$ cat config.mk
export PLATFORM = sky130hd
export DESIGN_NAME = minhash_bottomk_sorter_flat
export DESIGN_NICKNAME = d
export VERILOG_FILES = /design/src/rtl/minhash_bottomk_sorter_if.sv /design/src/rtl/minhash_bottomk_sorter.sv /design/src/flat_wrapper.sv
export SDC_FILE = /design/constraint.sdc
export NUM_CORES = 1
export LEC_CHECK = 0
export CORE_MARGIN = 4
export CORE_UTILIZATION = 31
export CTS_CLUSTER_DIAMETER = 50
export DETAILED_ROUTE_END_ITERATION = 12
export PLACE_DENSITY_LB_ADDON = 0.25
export RECOVER_POWER = 100
export SYNTH_ARGS = -nofsm -noshare
export SYNTH_HDL_FRONTEND = slang
export SYNTH_SLANG_ARGS = --single-unit
$ cat constraint.sdc
create_clock -name clk -period 7.53 [get_ports clk]
set_input_delay 1.506 -clock clk [delete_from_list [all_inputs] [get_ports clk]]
set_output_delay 1.506 -clock clk [all_outputs]
set_load 0.01 [all_outputs]
$ cat src/rtl/minhash_bottomk_sorter_if.sv
// Handshake bundle for minhash_bottomk_sorter.
//   in_*  : one (signature, index) beat per in_valid && in_ready; in_last ends a sequence.
//   out_* : K ranked slots streamed under out_valid/out_ready after a sequence ends.
// Modports: master = upstream/downstream side (drives beats and out_ready),
//           slave  = the sorter itself.
interface minhash_bottomk_sorter_if #(
  parameter int SIGNATURE_WIDTH = 32,
  parameter int INDEX_WIDTH     = 10,
  parameter int RANK_WIDTH      = 3
);
  logic                       in_valid;
  logic                       in_ready;
  logic [SIGNATURE_WIDTH-1:0] in_signature;
  logic [INDEX_WIDTH-1:0]     in_index;
  logic                       in_last;
  logic                       out_valid;
  logic                       out_ready;
  logic [RANK_WIDTH-1:0]      out_rank;
  logic [SIGNATURE_WIDTH-1:0] out_signature;
  logic [INDEX_WIDTH-1:0]     out_index;
  logic                       out_occupied;
  logic                       out_last;
  logic [RANK_WIDTH:0]        out_count;

  modport master (
    output in_valid, in_signature, in_index, in_last, out_ready,
    input  in_ready, out_valid, out_rank, out_signature, out_index,
           out_occupied, out_last, out_count
  );

  modport slave (
    input  in_valid, in_signature, in_index, in_last, out_ready,
    output in_ready, out_valid, out_rank, out_signature, out_index,
           out_occupied, out_last, out_count
  );
endinterface

$ cat src/rtl/minhash_bottomk_sorter.sv
// Bottom-K selector for the MinHash signature path.
// Keeps the K smallest signatures seen in a sequence, sorted ascending in an
// insertion-shift register array, then streams all K slots out in rank order.
// Ports:
//   clk    : clock
//   rst_n  : asynchronous active-low reset
//   bus    : minhash_bottomk_sorter_if.slave (input beats, ranked output slots)
module minhash_bottomk_sorter #(
  parameter int SIGNATURE_WIDTH = 32,
  parameter int INDEX_WIDTH     = 10,
  parameter int K               = 8,
  parameter int RANK_WIDTH      = 3,
  parameter int DEDUP           = 1
) (
  input  logic                        clk,
  input  logic                        rst_n,
  minhash_bottomk_sorter_if.slave     bus
);

  localparam logic [RANK_WIDTH-1:0] LAST_RANK  = RANK_WIDTH'(K - 1);
  localparam logic [RANK_WIDTH:0]   FULL_COUNT = (RANK_WIDTH + 1)'(K);

  typedef enum logic {COLLECT, DRAIN} state_t;

  state_t state_reg, state_next;

  logic [SIGNATURE_WIDTH-1:0] sig_reg [K];
  logic [INDEX_WIDTH-1:0]     idx_reg [K];
  logic                       occ_reg [K];
  logic [RANK_WIDTH-1:0]      rank_reg;
  logic [RANK_WIDTH:0]        count_reg;

  // Candidate array contents if the current beat were inserted.
  logic [SIGNATURE_WIDTH-1:0] sig_ins [K];
  logic [INDEX_WIDTH-1:0]     idx_ins [K];
  logic                       occ_ins [K];

  // le_vec[i]: slot i is occupied and sorts at or before the incoming beat.
  // Because occupied slots are contiguous and ascending, le_vec is a prefix
  // of ones and its length is the insert position p.
  logic [K-1:0] le_vec;
  logic [K-1:0] eq_vec;

  logic accept;
  logic duplicate;
  logic insert;
  logic xfer;
  logic last_xfer;

  generate
    for (genvar gi = 0; gi < K; gi++) begin : g_slot
      assign le_vec[gi] = occ_reg[gi] && (sig_reg[gi] <= bus.in_signature);
      assign eq_vec[gi] = occ_reg[gi] && (sig_reg[gi] == bus.in_signature);

      if (gi == 0) begin : g_head
        assign sig_ins[gi] = le_vec[gi] ? sig_reg[gi] : bus.in_signature;
        assign idx_ins[gi] = le_vec[gi] ? idx_reg[gi] : bus.in_index;
        assign occ_ins[gi] = le_vec[gi] ? occ_reg[gi] : 1'b1;
      end else begin : g_body
        // Slot at the prefix boundary takes the new entry; slots past it
        // take their lower neighbour (shift up); slots before it hold.
        assign sig_ins[gi] = le_vec[gi]     ? sig_reg[gi] :
                             le_vec[gi-1]   ? bus.in_signature : sig_reg[gi-1];
        assign idx_ins[gi] = le_vec[gi]     ? idx_reg[gi] :
                             le_vec[gi-1]   ? bus.in_index : idx_reg[gi-1];
        assign occ_ins[gi] = le_vec[gi]     ? occ_reg[gi] :
                             le_vec[gi-1]   ? 1'b1 : occ_reg[gi-1];
      end
    end
  endgenerate

  assign accept    = (state_reg == COLLECT) && bus.in_valid;
  assign duplicate = (DEDUP != 0) && (|eq_vec);
  // le_vec[K-1] set means p == K: the beat is larger than every kept entry.
  assign insert    = accept && !duplicate && !le_vec[K-1];
  assign xfer      = (state_reg == DRAIN) && bus.out_ready;
  assign last_xfer = xfer && (rank_reg == LAST_RANK);

  // State register
  always_ff @(posedge clk or negedge rst_n) begin
    if (!rst_n) begin
      state_reg <= COLLECT;
    end else begin
      state_reg <= state_next;
    end
  end

  // Next-state logic
  always_comb begin
    state_next = state_reg;
    case (state_reg)
      COLLECT: if (accept && bus.in_last) state_next = DRAIN;
      DRAIN:   if (last_xfer)             state_next = COLLECT;
      default: state_next = COLLECT;
    endcase
  end

  // Slot array, rank counter and occupancy
  always_ff @(posedge clk or negedge rst_n) begin
    if (!rst_n) begin
      for (int i = 0; i < K; i++) begin
        sig_reg[i] <= '0;
        idx_reg[i] <= '0;
        occ_reg[i] <= 1'b0;
      end
      rank_reg  <= '0;
      count_reg <= '0;
    end else if (last_xfer) begin
      for (int i = 0; i < K; i++) begin
        sig_reg[i] <= '0;
        idx_reg[i] <= '0;
        occ_reg[i] <= 1'b0;
      end
      rank_reg  <= '0;
      count_reg <= '0;
    end else if (xfer) begin
      rank_reg <= rank_reg + RANK_WIDTH'(1);
    end else if (insert) begin
      for (int i = 0; i < K; i++) begin
        sig_reg[i] <= sig_ins[i];
        idx_reg[i] <= idx_ins[i];
        occ_reg[i] <= occ_ins[i];
      end
      if (count_reg != FULL_COUNT) begin
        count_reg <= count_reg + (RANK_WIDTH + 1)'(1);
      end
    end
  end

  // Outputs: in DRAIN the slot at the rank counter is presented directly, so
  // fields are stable for as long as out_ready is held low.
  always_comb begin
    bus.in_ready      = (state_reg == COLLECT);
    bus.out_valid     = 1'b0;
    bus.out_rank      = '0;
    bus.out_signature = '0;
    bus.out_index     = '0;
    bus.out_occupied  = 1'b0;
    bus.out_last      = 1'b0;
    bus.out_count     = count_reg;
    if (state_reg == DRAIN) begin
      bus.out_valid     = 1'b1;
      bus.out_rank      = rank_reg;
      bus.out_signature = sig_reg[rank_reg];
      bus.out_index     = idx_reg[rank_reg];
      bus.out_occupied  = occ_reg[rank_reg];
      bus.out_last      = (rank_reg == LAST_RANK);
    end
  end

endmodule

$ cat src/flat_wrapper.sv
// flat-port wrapper written by rule: the top's interface ports become plain ports
module minhash_bottomk_sorter_flat 
#(
  parameter int SIGNATURE_WIDTH = 32,
  parameter int INDEX_WIDTH     = 10,
  parameter int K               = 8,
  parameter int RANK_WIDTH      = 3,
  parameter int DEDUP           = 1
)
  (clk, rst_n, bus_in_valid, bus_in_signature, bus_in_index, bus_in_last, bus_out_ready, bus_in_ready, bus_out_valid, bus_out_rank, bus_out_signature, bus_out_index, bus_out_occupied, bus_out_last, bus_out_count);
  minhash_bottomk_sorter_if #(.SIGNATURE_WIDTH(SIGNATURE_WIDTH), .INDEX_WIDTH(INDEX_WIDTH), .RANK_WIDTH(RANK_WIDTH)) bus_i ();
  input  logic clk;
  input  logic rst_n;
  input wire logic [$bits(bus_i.in_valid)-1:0] bus_in_valid;
  input wire logic [$bits(bus_i.in_signature)-1:0] bus_in_signature;
  input wire logic [$bits(bus_i.in_index)-1:0] bus_in_index;
  input wire logic [$bits(bus_i.in_last)-1:0] bus_in_last;
  input wire logic [$bits(bus_i.out_ready)-1:0] bus_out_ready;
  output wire logic [$bits(bus_i.in_ready)-1:0] bus_in_ready;
  output wire logic [$bits(bus_i.out_valid)-1:0] bus_out_valid;
  output wire logic [$bits(bus_i.out_rank)-1:0] bus_out_rank;
  output wire logic [$bits(bus_i.out_signature)-1:0] bus_out_signature;
  output wire logic [$bits(bus_i.out_index)-1:0] bus_out_index;
  output wire logic [$bits(bus_i.out_occupied)-1:0] bus_out_occupied;
  output wire logic [$bits(bus_i.out_last)-1:0] bus_out_last;
  output wire logic [$bits(bus_i.out_count)-1:0] bus_out_count;
  assign bus_i.in_valid = bus_in_valid;
  assign bus_i.in_signature = bus_in_signature;
  assign bus_i.in_index = bus_in_index;
  assign bus_i.in_last = bus_in_last;
  assign bus_i.out_ready = bus_out_ready;
  assign bus_in_ready = bus_i.in_ready;
  assign bus_out_valid = bus_i.out_valid;
  assign bus_out_rank = bus_i.out_rank;
  assign bus_out_signature = bus_i.out_signature;
  assign bus_out_index = bus_i.out_index;
  assign bus_out_occupied = bus_i.out_occupied;
  assign bus_out_last = bus_i.out_last;
  assign bus_out_count = bus_i.out_count;
  minhash_bottomk_sorter #(.SIGNATURE_WIDTH(SIGNATURE_WIDTH), .INDEX_WIDTH(INDEX_WIDTH), .K(K), .RANK_WIDTH(RANK_WIDTH), .DEDUP(DEDUP)) u_core (.clk(clk), .rst_n(rst_n), .bus(bus_i));
endmodule
==> metrics.csv <==
metric,value,unit
routed_wirelength,98900,um
drc,0,
rr_endpoint,u_core.sig_reg[55]$_DFFE_PN0P_,
dp_cells,3428,
gp_congestion,0.867,
wire_per_inst,27.9,um
cp_cell_sequence,"dlygate4sd3_1, inv_1, ha_1, nand4_1, nor4_1, nand3_1, nand4_1, or2_0, nor4_1, clkbuf_2, mux2i_1",
nNetsFinal,2726,
critPathLaunchType,primary input,
syn_area,25600,um2
holdPathStages,2,
syn_nets,2719,
tightest_slew,3.69,ns
io_buffer_count,99,
hold_buffers,0,
cts-resized-gates,0,
synth_top_area_share,34.4,%
reg2regPathDepth,9,
criticalPathCategory,primary input to flip-flop,
synth_edf_count,0,
largest_reg_flops,256,
max-vdd-ir-drop,0.000250,V
fp.dieH,296,um
p_leak,12.9,nW
initial_core_util,31.3,%
drtAntennaViolNets,0,
min_to,u_core.idx_reg[2]$_DFFE_PN0P_,
worstPathArrival,6.85,ns
syn_to_final_growth,14.9,%
yosysTopAreaCell,dfrtp_1,
setup_viol,0,
final_max_slew_viol_count,286,
die_area,87400,um2
hold_viol,0,
grt-ovfl-total,0,
yosysUniqueCellTypes,65,
slowest_stage,nor4_1,
tritoncts,built,
relSlewSlack,-146,%
period_share,84.3,%
rrSetupSlack,2.65,ns
rsz0062_at_grt,no,
async_flop_share,100,%
vias,20700,
fin_crit,6.35,ns
synth_cells,2412,
postLayoutCoreUtil,35.9,%
end_kind,flip-flop,
crit_path_max_incr_delay,1.06,ns
clock_latency,0.64,ns
hp-start,u_core.idx_reg[2]$_DFFE_PN0P_,
synth_area_leaders,"dfrtp_1 34%, mux2i_1 15%, ha_1 13%",
drt_iter0_drc,1762,
core_area,82000,um2
cts_setup_buffers,0,
final_cells,3539,
numCtsBuffers,59,
path_max_fanout,33,
violations,"max-capacitance violations, max-slew violations",
synth_ff_type,dfrtp_1,
first_pass_iters,6,
synth-seq-cells,352,
clkTransAtPathRegs,0.05,ns
htreeDepth,2,
antenna_found_initial,2,
avgViaCountPerCell,5.84,
grt.total_usage,22.4,%
dp_hpwl,62200,um
fin_skew,0.0438,ns
cts_sinks,352,
pin_count,100,
status,"complete, but fails checks",
drv_cap,5,
grt_pass1_wl,147000,um
drive_gt1_share,12.4,%
rr_startpoint,u_core.sig_reg[158]$_DFFE_PN0P_,
cts_buffer_depth,3,
rows,105,
yosysWarnings,0,
power-per-cell-area,458,nW/um2
die_x,296,um
syn-mean-instance-area,10.6,um2
clock.fmax,157,MHz
required,8.02,ns
grt_max_degree,153,
tns,0,ns
hold_class,flip-flop to flip-flop,
ys_seq_area_share,34.4,%
cts_root_buf,clkbuf_16,
grt_pass1_vias,21300,
==> synthesized netlist by cell type, drive strengths merged (8+ instances only) <==
cell type	number
a21o	20
a21oi	218
a22o	44
and2	8
buf	82
clkbuf	109
dfrtp	352
ha	260
inv	54
mux2	43
mux2i	393
mux4	86
nand2	200
nand3	109
nand4	54
nor2	61
nor2b	11
nor3	11
nor4	12
o211ai	10
o21ai	127
o2bb2ai	85
==> cell families after synthesis <==
kind of cell / share of synthesized area, %
AND/OR/NAND/NOR: 9.23
buffers and inverters: 4.25
adder cells (fa/ha/maj): 12.7
multiplexers: 24.8
AO/OA/AOI/OAI: 14.7
flip-flops: 34.4
==> per-layer routing <==
layer  track usage [%]  wire length, um
met1              31.0            44100
met2              36.5            45800
met3              3.05             5610
met4              7.22             3360
met5                 0               13
==> worst max path at each step <==
stage / to / cells after the start / from / slack, ns
2_1_floorplan: u_core.sig_reg[100]$_DFFE_PN0P_ / 15 / bus_in_signature[11] / 3.20
3_3_place_gp: u_core.idx_reg[60]$_DFFE_PN0P_ / 12 / bus_in_signature[30] / 1.20
3_5_place_dp: u_core.sig_reg[219]$_DFFE_PN0P_ / 12 / bus_in_signature[17] / 1.19
4_1_cts: u_core.sig_reg[219]$_DFFE_PN0P_ / 12 / bus_in_signature[17] / 1.83
5_1_grt: u_core.sig_reg[58]$_DFFE_PN0P_ / 11 / bus_in_signature[30] / 0.86
6_report: u_core.sig_reg[55]$_DFFE_PN0P_ / 11 / bus_in_signature[30] / 1.18
==> critical path: cells and delay by family <==
kind	cells	cell delay, ns
fa+ha+maj	1	0.39
buf+inv	3	1.93
mux	1	0.45
simple gates	6	2.52
==> cells in the final DEF, fill, tap and decap left out, types with 7 or more instances in the layout <==
| cell | count |
|---|---|
| a21o_1 | 20 |
| nor2b_1 | 11 |
| clkbuf_8 | 7 |
| buf_12 | 8 |
| clkbuf_1 | 8 |
| a22o_1 | 44 |
| mux2_2 | 42 |
| dlygate4sd3_1 | 49 |
| bufinv_16 | 12 |
| nand3_1 | 109 |
| nor4_1 | 9 |
| mux4_2 | 86 |
| nand2_1 | 197 |
| clkinv_4 | 7 |
| nor3_1 | 9 |
| inv_6 | 8 |
| clkdlybuf4s50_1 | 49 |
| buf_4 | 25 |
| o21ai_1 | 13 |
| nor2_1 | 57 |
| clkbuf_16 | 59 |
| o21ai_0 | 113 |
| mux2i_1 | 393 |
| clkinvlp_4 | 7 |
| inv_1 | 53 |
| nand4_1 | 50 |
| a21oi_1 | 216 |
| dfrtp_1 | 349 |
| o2bb2ai_1 | 82 |
| o211ai_1 | 10 |
| ha_1 | 260 |
==> cell type report <==
type | count | area [um2]
fillers | 8179 | 52500
diodes | 1 | 2.50
well taps | 1070 | 1340
repair buffers | 137 | 1360
inverters | 54 | 203
multi-input cells | 1815 | 15500
flip-flops and latches | 352 | 8820
clock inverters | 39 | 601
clock buffers | 71 | 1590
==> where the power goes <==
part           internal (mW)  total (mW)  switching, mW  leakage (nW)
combinational           2.98        6.55           3.57          7.39
clock                   1.93        3.02           1.09          1.05
sequential              2.71        3.92           1.22          4.51
total                   7.62        13.5           5.88          12.9
==> stage by stage <==
step,power (mW),worst slack [ns],area (um2),hold WS (ns)
floorplan,8.01,3.20,25600,0.470
detailed placement,10.7,1.19,27600,0.497
global route,14.3,0.860,29500,0.533
CTS,13.8,1.83,29800,0.508
global placement,10.5,1.20,27600,0.484
finish,13.5,1.18,29500,0.498
(Power assumes the default switching activity.)
